File: config.mk
export PLATFORM = sky130hd
export DESIGN_NAME = ifetch
export DESIGN_NICKNAME = d
export VERILOG_FILES = /design/src/rtl/ifetch_pkg.sv /design/src/rtl/ifetch_fifo.sv /design/src/rtl/ifetch.sv
export SDC_FILE = /design/constraint.sdc
export NUM_CORES = 1
export LEC_CHECK = 0
export ABC_AREA = 1
export ABC_CLOCK_PERIOD_IN_PS = 4000
export CORE_UTILIZATION = 35
export DETAILED_ROUTE_END_ITERATION = 10
export HOLD_SLACK_MARGIN = 0.06
export MAX_ROUTING_LAYER = met4
export PLACE_DENSITY = 0.57
export SLEW_MARGIN = 0
export SYNTH_ARGS = -nofsm -noshare
export SYNTH_HDL_FRONTEND = slang
export SYNTH_SLANG_ARGS = --single-unit
File: constraint.sdc
create_clock -name clk -period 4 [get_ports clk]
set_input_delay 0.6 -clock clk [delete_from_list [all_inputs] [get_ports clk]]
set_output_delay 0.6 -clock clk [all_outputs]
set_load 0.03 [all_outputs]
File: src/rtl/ifetch_pkg.sv
// rtl/ifetch_pkg.sv - shared types and constants for the instruction fetch stage
package ifetch_pkg;

    localparam int ILEN = 32;
    localparam int XLEN = 32;

    typedef enum logic [1:0] {
        IDLE = 2'd0,
        REQ  = 2'd1,
        WAIT = 2'd2
    } fetch_state_t;

    typedef struct packed {
        logic [XLEN-1:0] pc;
        logic [ILEN-1:0] instr;
    } fetch_entry_t;

endpackage

File: src/rtl/ifetch_fifo.sv
// rtl/ifetch_fifo.sv - synchronous instruction buffer between fetch and decode
// Flush clears pointers and count and overrides any same-cycle push or pop.
module ifetch_fifo
    import ifetch_pkg::*;
#(
    parameter int  DEPTH   = 4,
    parameter type entry_t = fetch_entry_t,
    localparam int AW      = $clog2(DEPTH),
    localparam int CW      = $clog2(DEPTH + 1)
) (
    input  logic          clk,
    input  logic          rst,
    input  logic          flush,
    input  logic          push,
    input  entry_t        push_data,
    input  logic          pop,
    output entry_t        head,
    output logic [CW-1:0] count
);

    localparam logic [CW-1:0] FULL_COUNT = CW'(DEPTH);

    entry_t        mem [DEPTH];
    logic [AW-1:0] wr_ptr;
    logic [AW-1:0] rd_ptr;
    logic          do_push;
    logic          do_pop;

    // A push into a full buffer is only taken when the head leaves in the same cycle.
    assign do_pop  = pop && (count != '0);
    assign do_push = push && ((count != FULL_COUNT) || do_pop);

    always_ff @(posedge clk) begin
        if (rst || flush) begin
            wr_ptr <= '0;
            rd_ptr <= '0;
            count  <= '0;
        end else begin
            if (do_push) begin
                wr_ptr <= wr_ptr + AW'(1);
            end
            if (do_pop) begin
                rd_ptr <= rd_ptr + AW'(1);
            end
            case ({do_push, do_pop})
                2'b10:   count <= count + CW'(1);
                2'b01:   count <= count - CW'(1);
                default: count <= count;
            endcase
        end
    end

    always_ff @(posedge clk) begin
        if (do_push && !flush && !rst) begin
            mem[wr_ptr] <= push_data;
        end
    end

    assign head = mem[rd_ptr];

endmodule

File: src/rtl/ifetch.sv
// rtl/ifetch.sv - fetch PC owner, single-outstanding imem requester, buffered output to decode
// Optional build macro IFETCH_PERF_EN adds saturating fetched/killed counters.
module ifetch
    import ifetch_pkg::*;
#(
    parameter int              xlen       = 32,
    parameter logic [xlen-1:0] RESET_PC   = 32'h0000_0000,
    parameter int              FIFO_DEPTH = 4
) (
    input  logic            clk,
    input  logic            rst,
    input  logic [xlen-1:0] target,
    input  logic            target_valide,
    input  logic            flush,
    output logic            imem_req,
    output logic [xlen-1:0] imem_addr,
    input  logic            imem_gnt,
    input  logic            imem_rvalid,
    input  logic [ILEN-1:0] imem_rdata,
    output logic            instr_valid,
    output logic [ILEN-1:0] instr,
    output logic [xlen-1:0] instr_pc,
    input  logic            instr_ready
`ifdef IFETCH_PERF_EN
    ,
    output logic [31:0]     perf_fetched,
    output logic [31:0]     perf_killed
`endif
);

    localparam int              CW         = $clog2(FIFO_DEPTH + 1);
    localparam logic [CW-1:0]   DEPTH_C    = CW'(FIFO_DEPTH);
    localparam logic [CW:0]     DEPTH_W    = (CW + 1)'(FIFO_DEPTH);
    localparam logic [xlen-1:0] ALIGN_MASK = ~xlen'(3);

    typedef struct packed {
        logic [xlen-1:0] pc;
        logic [ILEN-1:0] instr;
    } entry_t;

    fetch_state_t    state;
    logic [xlen-1:0] pc;
    logic [xlen-1:0] req_pc;
    logic            kill;

    logic            flush_now;
    logic            resp;
    logic            push;
    logic            pop;
    logic [CW-1:0]   fifo_count;
    logic [CW:0]     fill_after;
    entry_t          push_data;
    entry_t          head;

    assign flush_now = flush && target_valide;
    assign resp      = (state == WAIT) && imem_rvalid;
    // A response is only useful if nothing redirected the stream since it was granted.
    assign push      = resp && !kill && !target_valide;
    assign pop       = instr_valid && instr_ready;
    assign push_data = {req_pc, imem_rdata};
    assign fill_after = {1'b0, fifo_count} + {{CW{1'b0}}, push};

    assign imem_addr   = pc;
    assign instr_valid = (fifo_count != '0);
    assign instr       = head.instr;
    assign instr_pc    = head.pc;

    always_ff @(posedge clk) begin
        if (rst) begin
            state    <= IDLE;
            pc       <= RESET_PC & ALIGN_MASK;
            req_pc   <= '0;
            kill     <= 1'b0;
            imem_req <= 1'b0;
        end else begin
            if (target_valide) begin
                pc <= target & ALIGN_MASK;
            end
            case (state)
                IDLE: begin
                    if (fifo_count < DEPTH_C) begin
                        state    <= REQ;
                        imem_req <= 1'b1;
                    end
                end
                REQ: begin
                    if (imem_gnt) begin
                        req_pc   <= pc;
                        state    <= WAIT;
                        imem_req <= 1'b0;
                        if (target_valide) begin
                            kill <= 1'b1;
                        end else begin
                            pc <= pc + xlen'(4);
                        end
                    end
                end
                WAIT: begin
                    if (imem_rvalid) begin
                        kill <= 1'b0;
                        if (flush_now || (fill_after < DEPTH_W)) begin
                            state    <= REQ;
                            imem_req <= 1'b1;
                        end else begin
                            state <= IDLE;
                        end
                    end else if (target_valide) begin
                        kill <= 1'b1;
                    end
                end
                default: begin
                    state    <= IDLE;
                    imem_req <= 1'b0;
                end
            endcase
        end
    end

    ifetch_fifo #(
        .DEPTH   (FIFO_DEPTH),
        .entry_t (entry_t)
    ) u_fifo (
        .clk       (clk),
        .rst       (rst),
        .flush     (flush_now),
        .push      (push),
        .push_data (push_data),
        .pop       (pop),
        .head      (head),
        .count     (fifo_count)
    );

`ifdef IFETCH_PERF_EN
    logic drop;

    assign drop = resp && (kill || target_valide);

    always_ff @(posedge clk) begin
        if (rst) begin
            perf_fetched <= '0;
            perf_killed  <= '0;
        end else begin
            if (push && (perf_fetched != '1)) begin
                perf_fetched <= perf_fetched + 32'd1;
            end
            if (drop && (perf_killed != '1)) begin
                perf_killed <= perf_killed + 32'd1;
            end
        end
    end
`endif

endmodule

Word-level counts from Yosys, hierarchy flattened

Memories as Yosys holds them, arrays and structs flattened. A register that Yosys moved wholly into a read port is not among the register bits.
Cells that the tools add are included.

$add $sub $neg: 6
Magnitude comparators: 2
Equal/unequal tests: 9
Multiplexer cells: 23
Reductions and logical operators: 24

Operators with widths:

| cell                                                | number |
|---|---|
| 2-to-1 mux 32 bit                                   | 4 |
| adder 32 x 3 -> 32 bit, second input constant       | 1 |
| 2-to-1 mux 1 bit                                    | 10 |
| 2-to-1 mux 2 bit                                    | 5 |
| logical AND 1 bit                                   | 9 |
| inequality test 2 bit, second input constant        | 3 |
| one-hot mux 2 bit (3 select lines)                  | 1 |
| one-hot mux 3 bit (2 select lines)                  | 1 |
| adder 2 x 1 -> 2 bit, second input constant         | 2 |
| adder 3 x 1 -> 4 bit                                | 1 |
| equality test 2 x 1 -> 1 bit, second input constant | 2 |
| equality test 2 bit, second input constant          | 2 |
| logical NOT 1 bit                                   | 4 |
| < comparator 4 x 3 -> 1 bit, second input constant  | 1 |
| AND reduction 2 bit                                 | 2 |
| AND reduction 4 bit                                 | 1 |
| nonzero test 2 bit                                  | 2 |
| adder 3 x 1 -> 3 bit, second input constant         | 1 |
| logical OR 1 bit                                    | 3 |
| < comparator 3 bit, second input constant           | 1 |
| inequality test 3 bit, second input constant        | 1 |
| one-hot mux 1 bit (3 select lines)                  | 1 |
| AND reduction 3 bit                                 | 1 |
| nonzero test 3 bit                                  | 1 |
| other kinds (4)                                     | 4 |

Bits in registers: 75
RAM bits: 256
Word-level logic and storage cells: 73
Memories kept: 1

Memories:

| memory     | words | bits a word | rd ports | clocked after Yosys merged registers in | write ports | RTL line          | text |
|---|---|---|---|---|---|---|---|
| u_fifo.mem | 4     | 64          | 1        | 1                                       | 1           | ifetch_fifo.sv:23 | `entry_t mem [DEPTH];` |

Longest topological paths before layout

Gate-level depths: netlist of run 1.

Depth in word-level cells: 10
Depth in mapped cells: 11

By module

Synthesis of run 1 repeated with hierarchy kept, for this count alone.

Cells, all modules: 1224
Area total of the unflattened synthesis: 13529.2 sq um

Modules (own cells, without submodules):

| module      | instances | cells an instance | area an instance (sq um) | seq. area each (sq um) |
|---|---|---|---|---|
| ifetch_fifo | 1         | 687               | 9984.6                   | 7867.5 |
| ifetch      | 1         | 537               | 3544.6                   | 1361.3 |

Worst setup path before layout of run 1

Ideal clock, no wire load.

Path type: input-to-reg
Start: input port imem_rvalid
End: memory u_fifo.mem[0][0] (netlist name) (enable)
Setup time: 486 ps
Data arrival time: 3768 ps
Required time: 3514 ps
Setup slack: -255 ps
Stages on the path: 6
Buffers on the path: 0
Cells stage by stage: inv_1 nor2_2 nand3_2 inv_1 nand2_1 nor2_1

Longest elaborated chain between the ends: 8

Ends and longest elaborated chain:

| item                                   | RTL line          | text |
|---|---|---|
| from (decl)                            | ifetch.sv:18      | `input logic imem_rvalid,` |
| logical AND 1 bit                      | ifetch.sv:56      | `assign resp = (state == WAIT) && imem_rvalid;` |
| logical AND 1 bit (2 in a row)         | ifetch.sv:58      | `assign push = resp && !kill && !target_valide;` |
| logical AND 1 bit                      | ifetch_fifo.sv:31 | `assign do_push = push && ((count != FULL_COUNT) \|\| do_pop);` |
| logical AND 1 bit (2 in a row)         | ifetch_fifo.sv:54 | `if (do_push && !flush && !rst) begin` |
| 2-to-1 mux 1 bit                       | ifetch_fifo.sv:54 |  |
| 2-to-1 mux 1 bit (not written as such) | ifetch_fifo.sv:55 | `mem[wr_ptr] <= push_data;` |
| to (decl)                              | ifetch_fifo.sv:23 |  |

No other way between the ends.

==> results.txt, run 1 <==
design area - 16,800 µm²
first-pass GRT wire length - 51.4 mm
Clock Latency Late Sink - 0.51 ns
H-tree depth - 2
Routed WL - 33.7 mm
vias in the first global route - 8,908
startpoint of the worst hold path - imem_req
routability cong. - 0.874
Power Internal - 0.00618 W
switching share of power - 23.3%
register clock-pin slew on the reported worst setup and hold paths - 0.06 ns
GR Overflow Total - 0
mean area per synthesized cell - 11.1 µm²
slowest stage cell, crit path - clkdlybuf4s50_1
EDFF count, synth - 256
area occupied by multi-input gates - 3600 µm²
initial antenna violation count - 0
initial core utilization - 35.5%
CP Max Fanout - 52
YS warnings - 0
pin count of the biggest net entering global routing - 129
Fin. Hold Viols - 0
Fmax - 0.291 GHz
CP max stage delay - 0.75 ns
worst min-delay path category - register to register
Inserted Clock Buffers - 36
Tmin final - 3.44 ns
die area - 38,900 µm²
CP Launch Type - register
register area - 9230 µm²
status - complete, no violations
# clock sinks - 333
RSZ-0062 raised after global routing - false
clock network fraction of design power - 41.8%
Area after DPL - 15,600 µm²
vias per inst - 4.93
CP Cell Sequence - inv_4 -> buf_4 -> o21ai_0 -> o22ai_1 -> clkdlybuf4s50_1
largest area contributor in the synthesized netlist - edfxtp_1
max-cap viol count - 0
antenna cells - 0
sequential power share - 48.4%
Longest Clk Path Bufs - 3
Fill cells - 3,522
Iter 0 DRT Violations - 537
logic gate share of total power - 9.8%
sequential area share after synthesis - 69.3%
Final ANT Viol Nets - 0
Setup Fix Bufs, Post-CTS - 0
first-pass detailed-route iteration total - 5
DP HPWL - 19.6 mm
cts repair resizes - 0
final clock skew - 0.00942 ns
Synth Instances - 1,200
Synthesized Nets - 1,277
port bufs - 166
layout cells sized above 1 - 7.60%
pwr/cell area - 480 nW/µm²
ranking of synthesized cells by area - edfxtp_1 58%, dfxtp_1 12%, o21ai_0 6.7%
WL/cell - 17.8 µm
Worst setup EP type - output port
Crit Path Category - register to output port
Synth-to-Final Area Change - 25.9%
top_reg_cell synth - edfxtp_1
GRT Util Overall - 17.8%
Leakage - 5.85 nW
core footprint - 37,600 µm²
CTS tree - done
# DRC - 0
Final WS setup - 0.561 ns
crit share post-route - 86.0%
Worst-Margin Slew - 0.794 ns
# rows - 71
Setup Viol. Count Final - 0
Clock Root Buffer - clkbuf_16
reg-to-reg startpoint - state[1]
Tot Pwr - 0.00805 W
pre-CTS setup slack - 0.990 ns
die width - 197 µm
FFs w/ async S/R, synth - 0%
layout net count - 1,433
hold_buf cts - 0
Chip Height - 197 µm
Netlist cell types - 40
post-layout util - 44.6%
routed vias - 9,337
slew margin rel. - 47.0%
maximum vdd ir drop - 302 µV
Psw - 0.00187 W
hold_ws - 0.461 ns
Worst Path Arrival - 2.84 ns
required time of the worst setup path - 3.40 ns
Synth Register Bits - 333
I/O Pins - 169
Pins Over Slew Limit - 0
Synth top area share - 57.7%
Cell Area, Synth - 13,300 µm²
==> layout by cell type (no fill, tap or decap), types with 9 or more instances in the layout <==
cell type	instances
edfxtp_1	256
nor2_1	208
o21ai_0	178
clkdlybuf4s50_1	166
nand2_1	122
dfxtp_1	75
o22ai_1	64
inv_1	59
a21oi_1	55
clkbuf_16	38
nand3_1	30
clkbuf_1	13
buf_4	12
nor2_4	11
o21ai_1	11
nand4_1	9
==> sequential cells by signal, summed over array words and instances, names as in the netlist, named ones only <==
| register | count |
|---|---|
| imem_addr | 32 |
| req_pc | 32 |
| u_fifo.mem | 256 |
| u_fifo.wr_ptr | 2 |
| u_fifo.count | 3 |
| imem_req | 1 |
| kill | 1 |
| u_fifo.rd_ptr | 2 |
| state | 2 |
==> power groups by stage <==
stage | Combinational [W] | Sequential, W | Clock [W]
final | 0.000788 | 0.00390 | 0.00337
after global routing | 0.000859 | 0.00390 | 0.00359
after CTS | 0.000797 | 0.00389 | 0.00345
after detailed placement | 0.000793 | 0.00397 | 0
after global placement | 0.000783 | 0.00396 | 0
after floorplan | 0.000413 | 0.00398 | 0
==> critical path, delay by kind of cell (launching register included) <==
kind / cells / cell delay (ns)
buffers and inverters: 3 / 1.51
flip-flops: 1 / 0.36
AO/OA/AOI/OAI: 2 / 0.44
==> routing by layer <==
metal / GRT usage, % / routed length (µm)
met3: 2.61 / 1800
met4: 4.28 / 601
met1: 24.6 / 16000
met5: - / 0
met2: 27.6 / 15300
==> kinds of logic after synthesis <==
group           Yosys count  synth area share [%]
compound gates          319                  12.8
xor+xnor                  8                 0.526
fa+ha+maj                 6                 0.620
buf+inv                 132                  3.92
flops                   333                  69.3
simple gates            402                  12.9
==> final cells by class <==
class,count,area share [%]
Inverter,68,1.54
Multi-Input combinational cell,735,21.5
Clock inverter,8,0.865
Clock buffer,56,6.33
Timing Repair Buffer,182,10.9
Tap cell,511,3.81
Sequential cell,333,55.0
==> path summary, 6_finish.rpt <==
path	endpoint	slack, ns	cells after the start
worst max-delay path	instr_pc[26]	0.56	5
worst min register to register	imem_req	0.46	2
worst max register to register	u_fifo.mem[3][31]	1.72	7
worst min-delay path	imem_req	0.46	2
==> through the flow <==
stage	cells	setup TNS, ns
2_1_floorplan	1200	-65.22
5_1_grt	1893	0
3_5_place_dp	1829	0
3_3_place_gp	1829	0
6_report	1893	0
4_1_cts	1893	0
==> synthesized netlist by cell type, types with 2 or more instances <==
library cell,number
nand2_1,122
nand3_1,30
nand2_2,3
inv_2,7
inv_1,60
clkbuf_1,49
nor3_1,5
nor2_4,7
nor2_2,6
nand3_2,3
o21ai_1,11
ha_1,5
xor2_1,7
buf_2,12
nor2_1,212
o211ai_1,2
nand4_1,9
edfxtp_1,256
a21oi_1,55
o21ai_0,178
a22oi_1,3
dfxtp_1,77
o22ai_1,64
Note: power is estimated with default switching activity, not from simulation.
==> run 2, diff against run 1 <==
--- a/config.mk
+++ b/config.mk
@@ -15,4 +15,5 @@
 export SLEW_MARGIN = 0
 export SYNTH_ARGS = -nofsm -noshare
 export SYNTH_HDL_FRONTEND = slang
+export SYNTH_HIERARCHICAL = 1
 export SYNTH_SLANG_ARGS = --single-unit
==> run 2 against run 1 <==
Effect of this change: routed wire length down 4.3%; largest power group unchanged; fmax down 2.5%; critical path type unchanged; global-route usage down 0.80 points; sequential power down 1%; via count up 0.78%; cell count up 1.5%; highest routed layer unchanged; area after synthesis up 1.5%; clock skew up 0.0028 ns.
==> results.txt, run 2 <==
status - complete, no violations
Synthesized Nets - 1,301
maximum vdd ir drop - 209 µV
top-count cell post-synth - edfxtp_1
crit share post-route - 88.2%
pwr/cell area - 440 nW/µm²
WHS Path Cells - 2
# rows - 71
startpoint of the worst hold path - imem_req
max-cap viol count - 0
EDFF count, synth - 256
H-tree depth - 2
Chip Height - 199 µm
Cell Area, Synth - 13,500 µm²
final clock skew - 0.0123 ns
Post-Layout Cell Count - 1,921
CP Cell Sequence - buf_4 -> o21ai_0 -> o22ai_1 -> clkdlybuf4s50_1
Reg2Reg Capture Point - u_fifo/mem[1][3]
Largest Register - u_fifo/mem
FFs w/ async S/R, synth - 0%
antenna cells - 0
Netlist cell types - 40
Worst setup EP type - output port
hold_buf cts - 0
# DRC - 0
reg-to-reg startpoint - state[1]
Routed WL - 32.3 mm
CP max stage delay - 0.74 ns
slowest stage cell, crit path - clkdlybuf4s50_1
Fin. Hold Viols - 0
die area - 39,400 µm²
Area after DPL - 15,700 µm²
layout cells sized above 1 - 7.59%
Commonest cells post-synth - 256 x edfxtp_1, 222 x nor2_1, 128 x o21ai_0, 115 x nand2_1, 77 x dfxtp_1
Fill cells - 3,540
Fmax - 0.284 GHz
Synth-to-Final Area Change - 24.2%
Clock Latency Late Sink - 0.52 ns
routed vias - 9,410
cells on worst reg2reg path - 9
YS warnings - 6
worst min-delay path category - register to register
GR Overflow Total - 0
Inserted Clock Buffers - 36
cts repair resizes - 0
CP Max Fanout - 43
Synth Instances - 1,224
# clock sinks - 333
Clock Root Buffer - clkbuf_16
Setup Fix Bufs, Post-CTS - 0
largest area contributor in the synthesized netlist - edfxtp_1
initial core utilization - 35.8%
CTS tree - done
Tmin final - 3.53 ns
slew margin rel. - 32.7%
CP delay by family, top - buffers and inverters
pin count of the biggest net entering global routing - 65
most common cell after layout, fill and taps aside - edfxtp_1
die width - 199 µm
Worst-Margin Slew - 1.01 ns
ranking of synthesized cells by area - edfxtp_1 57%, dfxtp_1 11%, nor2_1 6.2%
post-placement cell count - 1,858
RSZ-0062 raised after global routing - false
core footprint - 37,800 µm²
WL/cell - 16.8 µm
crit path buf inv count - 2
GRT Util Overall - 17.0%
commonest non-fill, non-tap cells in the layout - 256 x edfxtp_1, 218 x nor2_1, 166 x clkdlybuf4s50_1
Worst Path Arrival - 2.93 ns
port bufs - 166
max reg flops - 256
register clock-pin slew on the reported worst setup and hold paths - 0.06 ns
Crit Path Category - register to output port
Final WS setup - 0.474 ns
Leakage - 5.89 nW
vias in the first global route - 8,920
layout net count - 1,462
top_reg_cell synth - edfxtp_1
Longest Clk Path Bufs - 3
mean area per synthesized cell - 11.1 µm²
I/O Pins - 169
pre-CTS setup slack - 0.939 ns
Synth Register Bits - 333
first-pass GRT wire length - 50.2 mm
Synth top area share - 56.8%
initial antenna violation count - 0
routability cong. - 0.882
CP Launch Type - register
first-pass detailed-route iteration total - 5
Final ANT Viol Nets - 0
Iter 0 DRT Violations - 547
Setup Viol. Count Final - 0
Pins Over Slew Limit - 0
R2R Setup Slk - 1.52 ns
Worst Hold Path EP - imem_req
vias per inst - 4.90
required time of the worst setup path - 3.40 ns
DP HPWL - 19.6 mm
sequential area share after synthesis - 68.2%
design area - 16,800 µm²
[run 2: cell count changes after synthesis, moves of 4 or more]
cell / change
buf_6: +14
inv_1: +13
o21ai_1: +51
nor2_1: +10
buf_2: +4
clkbuf_1: -26
inv_2: -4
buf_4: +4
o21ai_0: -50
nand2_1: -7
[run 2: power breakdown]
group	total, W	internal (W)	switching [W]
clock network	0.00317	0.00186	0.00131
logic	0.000369	0.000159	0.000210
registers	0.00385	0.00378	0.0000742
[run 2: cell families (layout without fill, tap and decap cells)]
kind of cell             after synthesis  count (layout)  synth area share [%]
AND/OR/NAND/NOR                      414             414                  12.9
flip-flops                           333             333                  68.2
AO/OA/AOI/OAI                        321             321                  12.7
buffers and inverters                143             329                  5.13
XOR/XNOR                               7               7                 0.453
adder cells (fa/ha/maj)                6               6                 0.610
[run 2: worst max-delay path by stage]
stage,to,slack [ns],depth (start not counted)
6_report,instr_pc[23],0.47,4
5_1_grt,instr_pc[23],0.32,4
4_1_cts,instr_pc[23],0.39,4
3_5_place_dp,u_fifo/mem[1][3],0.94,8
3_3_place_gp,u_fifo/mem[1][7],0.98,8
2_1_floorplan,u_fifo/mem[0][0],-0.66,7
[run 2: through the flow]
stage	hold WS [ns]	power (W)	utilization [%]	TNS, ns
floorplan	0.436	0.00409	-	-168.27
global placement	0.446	0.00429	41.4	0
detailed placement	0.443	0.00429	41.4	0
CTS	0.453	0.00749	44.4	0
global route	0.476	0.00765	44.4	0
finish	0.449	0.00739	44.4	0
[run 2: layout make-up]
cell class,instances,area (µm²),share of cell area (%)
flip-flops and latches,333,9230,54.9
clock buffers,46,980,5.83
inverters,78,295,1.76
repair buffers,188,1880,11.2
well taps,511,639,3.80
clock inverters,17,148,0.878
multi-input cells,748,3640,21.6
[run 2: metal layers]
metal  wire [µm]  global-route usage (%)
met5           0                       -
met4         505                    4.30
met3        1770                    2.85
met2       14600                    26.5
met1       15400                    23.1
[run 2: worst min-delay path, cell delays in order, from the launching register on]
cell	delay, ns
dfxtp_1	0.31
inv_1	0.05
a21oi_1	0.05
